### src/rtl/stego_pkg.sv
// Shared types and constants for the stego embed/extract datapath.
package stego_pkg;

  localparam int unsigned LSBS_PER_WORD = 4;
  localparam int unsigned MSG_WIDTH     = 8;

  typedef enum logic [2:0] {
    S_IDLE,
    S_ACQ,
    S_RD,
    S_WAIT,
    S_MOD,
    S_WR,
    S_REL,
    S_DONE
  } state_t;

endpackage

### src/rtl/stego_embed_ctrl_if.sv
// PL-side BRAM port A plus the message byte stream.
//   master: bram_mode, pl_addr, pl_din, pl_we, msg_ready out; pl_dout, msg_valid, msg_data in
//   slave : the mirror image (BRAM mux / message source side)
interface stego_embed_ctrl_if import stego_pkg::*; #(
  parameter int ADDR_WIDTH = 32,
  parameter int DATA_WIDTH = 32,
  parameter int NUM_BYTES  = 4
);

  logic                  bram_mode;
  logic [ADDR_WIDTH-1:0] pl_addr;
  logic [DATA_WIDTH-1:0] pl_din;
  logic [NUM_BYTES-1:0]  pl_we;
  logic [DATA_WIDTH-1:0] pl_dout;
  logic                  msg_valid;
  logic [MSG_WIDTH-1:0]  msg_data;
  logic                  msg_ready;

  modport master (
    output bram_mode, pl_addr, pl_din, pl_we, msg_ready,
    input  pl_dout, msg_valid, msg_data
  );

  modport slave (
    input  bram_mode, pl_addr, pl_din, pl_we, msg_ready,
    output pl_dout, msg_valid, msg_data
  );

endinterface

### src/rtl/lsb_embed.sv
// Replaces the LSB of each byte lane of a word with one bit of a nibble
// (lane i takes bits[i]); all other bits pass through.
//   word   : pixel word read from BRAM
//   bits   : one message bit per byte lane
//   result : modified word
module lsb_embed #(
  parameter int NUM_BYTES = 4
) (
  input  logic [8*NUM_BYTES-1:0] word,
  input  logic [NUM_BYTES-1:0]   bits,
  output logic [8*NUM_BYTES-1:0] result
);

  always_comb begin
    result = word;
    for (int unsigned i = 0; i < NUM_BYTES; i++) begin
      result[8*i] = bits[i];
    end
  end

endmodule

### src/rtl/stego_embed_ctrl.sv
// Borrows BRAM port A from the PS, embeds a message stream into the LSBs of
// num_words pixel words starting at base_addr, then hands the port back.
//   pl_clk/pl_rst_n : clock, async active-low reset
//   start/abort     : job launch pulse (IDLE only) / stop at next safe point
//   base_addr/num_words : job extent, sampled on start
//   busy/done/aborted/words_done : job status
//   bus             : BRAM port + message stream (master side)
module stego_embed_ctrl import stego_pkg::*; #(
  parameter int ADDR_WIDTH = 32,
  parameter int DATA_WIDTH = 32,
  parameter int NUM_BYTES  = LSBS_PER_WORD,
  parameter int REG_WIDTH  = 32
) (
  input  logic                  pl_clk,
  input  logic                  pl_rst_n,
  input  logic                  start,
  input  logic                  abort,
  input  logic [ADDR_WIDTH-1:0] base_addr,
  input  logic [REG_WIDTH-1:0]  num_words,
  output logic                  busy,
  output logic                  done,
  output logic                  aborted,
  output logic [REG_WIDTH-1:0]  words_done,
  stego_embed_ctrl_if.master    bus
);

  state_t                state, state_nxt;
  logic [ADDR_WIDTH-1:0] addr_q;
  logic [REG_WIDTH-1:0]  num_q;
  logic [DATA_WIDTH-1:0] word_q;
  logic [DATA_WIDTH-1:0] word_emb;
  logic [MSG_WIDTH-1:0]  msg_q;
  logic                  have_byte;
  logic                  abort_seen;
  logic                  need_byte;
  logic                  last_word;
  logic                  in_job;
  logic [NUM_BYTES-1:0]  nibble;

  // words_done doubles as the word index k while a job runs.
  always_comb begin
    need_byte = !words_done[0] && !have_byte;
    last_word = (words_done + REG_WIDTH'(1)) == num_q;
    nibble    = words_done[0] ? msg_q[MSG_WIDTH-1 -: NUM_BYTES] : msg_q[NUM_BYTES-1:0];
    in_job    = state inside {S_ACQ, S_RD, S_WAIT, S_MOD, S_WR};
  end

  lsb_embed #(
    .NUM_BYTES(NUM_BYTES)
  ) u_embed (
    .word   (word_q),
    .bits   (nibble),
    .result (word_emb)
  );

  always_ff @(posedge pl_clk or negedge pl_rst_n) begin
    if (!pl_rst_n) begin
      state <= S_IDLE;
    end else begin
      state <= state_nxt;
    end
  end

  always_comb begin
    state_nxt = state;
    unique case (state)
      S_IDLE:  if (start) state_nxt = S_ACQ;
      S_ACQ:   state_nxt = (abort || num_q == '0) ? S_REL : S_RD;
      S_RD:    state_nxt = abort ? S_REL : S_WAIT;
      S_WAIT:  state_nxt = abort ? S_REL : S_MOD;
      S_MOD: begin
        if (abort) begin
          state_nxt = S_REL;
        end else if (!(need_byte && !bus.msg_valid)) begin
          state_nxt = S_WR;
        end
      end
      S_WR:    state_nxt = (abort || last_word) ? S_REL : S_RD;
      S_REL:   state_nxt = S_DONE;
      S_DONE:  state_nxt = S_IDLE;
      default: state_nxt = S_IDLE;
    endcase
  end

  // bram_mode covers ACQ..REL; REL releases it so DONE already sees 0.
  always_comb begin
    bus.bram_mode = 1'b0;
    bus.pl_we     = '0;
    bus.msg_ready = 1'b0;
    bus.pl_addr   = addr_q;
    bus.pl_din    = word_emb;
    busy          = 1'b0;
    done          = 1'b0;
    unique case (state)
      S_ACQ, S_RD, S_WAIT, S_REL: begin
        bus.bram_mode = 1'b1;
        busy          = 1'b1;
      end
      S_MOD: begin
        bus.bram_mode = 1'b1;
        busy          = 1'b1;
        bus.msg_ready = need_byte && bus.msg_valid;
      end
      S_WR: begin
        bus.bram_mode = 1'b1;
        busy          = 1'b1;
        bus.pl_we     = '1;
      end
      S_DONE:  done = 1'b1;
      default: ;
    endcase
  end

  always_ff @(posedge pl_clk or negedge pl_rst_n) begin
    if (!pl_rst_n) begin
      addr_q     <= '0;
      num_q      <= '0;
      word_q     <= '0;
      msg_q      <= '0;
      have_byte  <= 1'b0;
      abort_seen <= 1'b0;
      aborted    <= 1'b0;
      words_done <= '0;
    end else begin
      unique case (state)
        S_IDLE: begin
          if (start) begin
            addr_q     <= base_addr;
            num_q      <= num_words;
            words_done <= '0;
            aborted    <= 1'b0;
            abort_seen <= 1'b0;
            have_byte  <= 1'b0;
          end
        end
        S_MOD: begin
          word_q <= bus.pl_dout;
          if (bus.msg_ready) begin
            msg_q     <= bus.msg_data;
            have_byte <= 1'b1;
          end
        end
        S_WR: begin
          words_done <= words_done + REG_WIDTH'(1);
          if (words_done[0]) have_byte <= 1'b0;
          if (!last_word && !abort) addr_q <= addr_q + ADDR_WIDTH'(NUM_BYTES);
        end
        S_REL:   aborted <= abort_seen;
        default: ;
      endcase
      if (in_job && abort) abort_seen <= 1'b1;
    end
  end

endmodule

### src/flat_wrapper.sv
// flat-port wrapper written by rule: the top's interface ports become plain ports
module stego_embed_ctrl_flat import stego_pkg::*;
#(
  parameter int ADDR_WIDTH = 32,
  parameter int DATA_WIDTH = 32,
  parameter int NUM_BYTES  = LSBS_PER_WORD,
  parameter int REG_WIDTH  = 32
)
  (pl_clk, pl_rst_n, start, abort, base_addr, num_words, busy, done, aborted, words_done, bus_bram_mode, bus_pl_addr, bus_pl_din, bus_pl_we, bus_msg_ready, bus_pl_dout, bus_msg_valid, bus_msg_data);
  stego_embed_ctrl_if #(.ADDR_WIDTH(ADDR_WIDTH), .DATA_WIDTH(DATA_WIDTH), .NUM_BYTES(NUM_BYTES)) bus_i ();
  input  logic pl_clk;
  input  logic pl_rst_n;
  input  logic start;
  input  logic abort;
  input  logic [ADDR_WIDTH-1:0] base_addr;
  input  logic [REG_WIDTH-1:0] num_words;
  output logic busy;
  output logic done;
  output logic aborted;
  output logic [REG_WIDTH-1:0] words_done;
  output wire logic [$bits(bus_i.bram_mode)-1:0] bus_bram_mode;
  output wire logic [$bits(bus_i.pl_addr)-1:0] bus_pl_addr;
  output wire logic [$bits(bus_i.pl_din)-1:0] bus_pl_din;
  output wire logic [$bits(bus_i.pl_we)-1:0] bus_pl_we;
  output wire logic [$bits(bus_i.msg_ready)-1:0] bus_msg_ready;
  input wire logic [$bits(bus_i.pl_dout)-1:0] bus_pl_dout;
  input wire logic [$bits(bus_i.msg_valid)-1:0] bus_msg_valid;
  input wire logic [$bits(bus_i.msg_data)-1:0] bus_msg_data;
  assign bus_bram_mode = bus_i.bram_mode;
  assign bus_pl_addr = bus_i.pl_addr;
  assign bus_pl_din = bus_i.pl_din;
  assign bus_pl_we = bus_i.pl_we;
  assign bus_msg_ready = bus_i.msg_ready;
  assign bus_i.pl_dout = bus_pl_dout;
  assign bus_i.msg_valid = bus_msg_valid;
  assign bus_i.msg_data = bus_msg_data;
  stego_embed_ctrl #(.ADDR_WIDTH(ADDR_WIDTH), .DATA_WIDTH(DATA_WIDTH), .NUM_BYTES(NUM_BYTES), .REG_WIDTH(REG_WIDTH)) u_core (.pl_clk(pl_clk), .pl_rst_n(pl_rst_n), .start(start), .abort(abort), .base_addr(base_addr), .num_words(num_words), .busy(busy), .done(done), .aborted(aborted), .words_done(words_done), .bus(bus_i));
endmodule
### config.mk
export PLATFORM = sky130hd
export DESIGN_NAME = stego_embed_ctrl_flat
export DESIGN_NICKNAME = d
export VERILOG_FILES = /design/src/rtl/stego_pkg.sv /design/src/rtl/stego_embed_ctrl_if.sv /design/src/rtl/lsb_embed.sv /design/src/rtl/stego_embed_ctrl.sv /design/src/flat_wrapper.sv
export SDC_FILE = /design/constraint.sdc
export NUM_CORES = 1
export LEC_CHECK = 0
export ABC_AREA = 1
export BUFFER_PORTS_ARGS = -buffer_cell sky130_fd_sc_hd__buf_2
export CAP_MARGIN = 20
export CORE_MARGIN = 3
export CORE_UTILIZATION = 58
export DETAILED_ROUTE_END_ITERATION = 12
export HOLD_SLACK_MARGIN = 0.03
export PLACE_DENSITY = 0.87
export SLEW_MARGIN = 20
export SYNTH_ARGS = -nofsm -noshare
export SYNTH_HDL_FRONTEND = slang
export SYNTH_SLANG_ARGS = --single-unit
### constraint.sdc
create_clock -name pl_clk -period 4.39 [get_ports pl_clk]
set_input_delay 0 -clock pl_clk [delete_from_list [all_inputs] [get_ports pl_clk]]
set_output_delay 0 -clock pl_clk [all_outputs]
set_load 0.01 [all_outputs]
Word-level counts from Yosys, hierarchy flattened --
Index checks and enable logic that the tools add are counted.
Cells by class: add/subtract/negate cells 2, reduce and logical (&&, ||, !) cells 29, muxes and demuxes 25, eq/ne operators 13
Operator list (number):
- 32-bit case mux with 2 select lines | 2
- 32-bit 2-to-1 mux | 3
- 32-bit by 1-bit adder with 32-bit output, second input constant | 1
- 32-bit by 3-bit adder with 32-bit output, second input constant | 1
- 32-bit equality test | 1
- 32-bit zero test | 1
- 3-bit case mux with 8 select lines | 1
- 3-bit 2-to-1 mux | 6
- 3-bit equality test, second input constant | 4
- 2-bit AND reduction | 6
- 1-bit 2-to-1 mux | 8
- 4-bit 2-to-1 mux | 2
- 2-bit nonzero test | 4
- 3-bit by 2-bit equality test with 1-bit output, second input constant | 2
- 2-bit != test, second input constant | 3
- 6-bit OR reduction | 1
- 1-bit logical AND | 5
- 1-bit zero test | 5
- 5-bit nonzero test | 1
- 4-bit AND reduction | 1
- 3-bit by 1-bit equality test with 1-bit output, second input constant | 1
- 3-bit zero test | 1
- 3-bit != test, second input constant | 1
- 1-bit case mux with 3 select lines | 1
- 6 further kinds | 7
Storage, ports and cells: output and inout bits 105, register bits 142, bits of input ports 109

Logic depth before layout (Yosys ltp) --
word-level depth 6, gate-level depth with buffers 19, depth with buffers taken out 18

Hierarchy --
Synthesis repeated with hierarchy kept, for this count alone.
Unflattened totals: cells, all modules 1263, area, all modules 8642.0 um2
By module, submodules not included:
- stego_embed_ctrl | cells each 1231, times used 1, area an instance 8401.8 um2
- lsb_embed | cells each 32, times used 1, area an instance 240.2 um2

Worst setup path before layout --
OpenSTA, ideal clock, no wires.
path type flip-flop to flip-flop, start point register u_core.words_done[1], end point register u_core.addr_q[7], in the netlist u_core.bus.pl_addr[7], slack 2.143 ns, path buffers 1, library setup time 0.117 ns, arrival time 2.130 ns, stages on the path, launching flop included 20, path through dfrtp_1 > ha_1 > nand2_2 > nor2_8 > nand2_8 > nor2_8 > nand2_1 > nand2_2 > nand2_1 > nand2_1 > nand2_1 > nor2_1 > nand2_1 > nor2_1 > nand3_2 > nand2_4 > nand2_4 > buf_6 > nand2_1 > nand2_1
On the way: word-level cells in the longest chain between the ends 6
RTL lines:
- from (decl) | RTL line stego_embed_ctrl.sv:23 | output logic [REG_WIDTH-1:0] words_done,
- from (signal assigned) | RTL line stego_embed_ctrl.sv:144 | words_done <= words_done + REG_WIDTH'(1);
- 32-bit by 1-bit adder with 32-bit output | RTL line stego_embed_ctrl.sv:43 | last_word = (words_done + REG_WIDTH'(1)) == num_q;
- 32-bit equality test | RTL line stego_embed_ctrl.sv:43
- 1-bit zero test | RTL line stego_embed_ctrl.sv:146 | if (!last_word && !abort) addr_q <= addr_q + ADDR_WIDTH'(NUM_BYTES);
- 1-bit logical AND | RTL line stego_embed_ctrl.sv:146
- 2-bit != test (no line)
- 3-bit AND reduction (no line)
- to (signal assigned) | RTL line stego_embed_ctrl.sv:128 | addr_q <= base_addr;
- to (signal assigned) | RTL line stego_embed_ctrl.sv:146
- to (decl) | RTL line stego_embed_ctrl.sv:28 | logic [ADDR_WIDTH-1:0] addr_q;
No other way between the ends. A chain may end at the register's enable or synchronous reset.

Final worst setup path --
start point register u_core.words_done[0], end point register u_core.addr_q[20], in the netlist u_core.bus.pl_addr[20]
Same word-level chain as after synthesis.

==> qor.csv <==
metric;value;unit
drtPass1Iterations;6;
cap_violations;0;
netlist_instances;1228;
drive_gt1_share;19.0;%
root_buffer;clkbuf_16;
core-area;0.0141;mm²
use_met3;10.1;%
gp_congestion;0.986;
hold_slack;0.209;ns
cellLeakagePower;5.81;nW
ys_ff_latch;138;
total_power;7.09;mW
busiest_layer;met2;
fin_area;0.0111;mm²
drv_slew;0;
num_rows;43;
critPathMaxStageDelay;0.65;ns
synth_top_area_share;40.8;%
crit_top_cell;nand2_1;
ys_seq_area_share;40.8;%
place.detailed.hpwl;18300;µm
finalClockSkew;0.0172;ns
worstPathArrival;3.72;ns
gr-total-overflow;0;
status;finished clean;
cts_resized;0;
max_freq;294;MHz
yosysWarnings;0;
htreeDepth;4;
fin_nets;1637;
dr.first_iter.drc_count;1282;
finalSetupViolations;0;
dieArea;0.0161;mm²
hold_class;in2async;
fin_crit;3.40;ns
numCtsBuffers;17;
wl_per_cell;17.7;µm
maxSlewHeadroom;30.2;%
vias;9984;
yosys.area.top_type;dfrtp_1;
grt_pass1_vias;9685;
grt_max_degree;93;
synth_fp_nets;1339;
area_growth;31.7;%
drc;0;
clk_latency;0.44;ns
synth_cell_types;44;
die_h;127;µm
power_density;637;mW/mm²
port_buffers;209;
yosysMostFrequentCell;nand2_1;
viasPerCell;5.81;
ys.flop_type;dfrtp_1;
clock_path_buffers;2;
stdcell_count;1719;
clock_sinks;138;
dp.cells;1583;
post-route-util;79.0;%
grt_use_met1;47.1;%
async_reset_ff_share;100;%
final.period_utilization;77.5;%
grt_usage;38.0;%
cp-start-kind;flop;
cpMaxStageDelayCell;dfrtp_1;
grtUsageMet2;61.7;%
dp_slack;1.13;ns
crit_fanout;31;
ir_drop;0.436;mV
grt_pass1_wl;48900;µm
avgSynthCellArea;6.89;µm²
path_clk_slew;0.07;ns
initial_core_util;60.0;%
drt_wl_total;30500;µm
cts_tree;built;
worstMarginPinSlew;1.05;ns
hold_violations;0;
crit_chain;ha_1 > nand2_2 > nor2_8 > nand2_8 > nor2_8 > nand2_1 > nand2_2 > nand2_1 > nand2_1 > nand2_1 > nor2_1 > nand2_1 > nor2_1 > nand3_2 > nand2_4 > nand2_4 > nand2_1 > nand2_1;
antenna_cells;0;
synth-edff-count;0;
place_area;0.00951;mm²
crit_path_end_kind;flop;
ant_nets;0;
netlist_top_cells_count;nand2_1, dfrtp_1, nand3_1;
setup_tns;0;ns
die-width;127;µm
synthTopCellsByArea;dfrtp_1, nand2_1, nand3_1;
cp_data_required_time;4.70;ns
grt_antenna_before_repair;0;
rsz0062_at_grt;no;
io_pins;214;
setup_ws;0.989;ns
criticalPathCategory;reg2reg;
netlist_area;0.00846;mm²
==> routing by layer <==
| layer | part of all wire [%] | up-vias |
|---|---|---|
| met5 | 0 | - |
| met4 | 5.2 | 0 |
| met3 | 11 | 163 |
| met2 | 47 | 730 |
| met1 | 36 | 4582 |
| li1 | - | 4509 |
==> final cells by class <==
cell class / count / area, µm²
clock buffer: 17 / 425
clock inverter: 15 / 155
fill: 927 / 2960
inverter: 108 / 408
multi-input combinational: 942 / 4330
sequential: 138 / 3450
tap: 180 / 225
timing repair buffer: 319 / 2140
==> flip-flops by register name, indices dropped and copies added, names as in the netlist <==
register,cells
u_core.abort_seen,1
u_core.aborted,1
u_core.bus.pl_addr,32
u_core.have_byte,1
u_core.msg_q,8
u_core.num_q,32
u_core.state,3
u_core.word_q,28
u_core.words_done,32
==> logic make-up (layout without fill, tap and decap cells) <==
group                    Yosys count  count (layout)  share of synthesized area [%]
XOR/XNOR                          23              23                           2.38
AO/OA/AOI/OAI                     97              97                           6.23
buffers and inverters            148             459                           8.02
adder cells (fa/ha/maj)            2               2                          0.296
AND/OR/NAND/NOR                  820             820                           42.2
flip-flops                       138             138                           40.8
==> critical path, delay by kind of cell, from the launching register on <==
| kind | cells | cell delay, ns |
|---|---|---|
| simple gates | 17 | 2.28 |
| fa+ha+maj | 1 | 0.31 |
| flops | 1 | 0.65 |
==> cell usage in the layout (no fill, tap or decap), drive strengths merged, types with 19 or more instances in the layout <==
cell type    synthesis  layout
nand2              537     537
buf                 17     215
dfrtp              138     138
nand3              132     132
inv                108     117
dlygate4sd3          0     104
nor2               101     101
o21ai               71      71
nor3                19      19
==> path summary, 6_finish.rpt <==
check,from,endpoint,slack [ns],depth (start not counted)
min in group pl_clk,bus_pl_dout[12],u_core.word_q[12]$_DFFE_PN0P_,0.30,4
hold / removal,pl_rst_n,u_core.num_q[19]$_DFFE_PN0P_,0.21,2
setup / recovery,u_core.words_done[0]$_DFFE_PN0P_,u_core.bus.pl_addr[20]$_DFFE_PN0P_,0.99,18
hold reg to reg,u_core.word_q[1]$_DFFE_PN0P_,u_core.word_q[1]$_DFFE_PN0P_,0.47,2
setup reg to reg,u_core.words_done[0]$_DFFE_PN0P_,u_core.bus.pl_addr[20]$_DFFE_PN0P_,0.99,18
max in group asynchronous,pl_rst_n,u_core.bus.pl_addr[8]$_DFFE_PN0P_,3.02,3
==> what timing repair did <==
item                                   in CTS  in global routing
buffers inserted                            0                  0
hold buffers                              104                  0
endpoints found under the hold margin     196                  0
==> where the power goes <==
| part | switching [mW] | leakage [nW] | internal [mW] | total (mW) |
|---|---|---|---|---|
| combinational | 2.03 | 3.77 | 1.10 | 3.13 |
| clock | 0.651 | 0.291 | 0.804 | 1.46 |
| sequential | 0.654 | 1.75 | 1.85 | 2.50 |
Note: power is estimated with default switching activity, not from simulation.
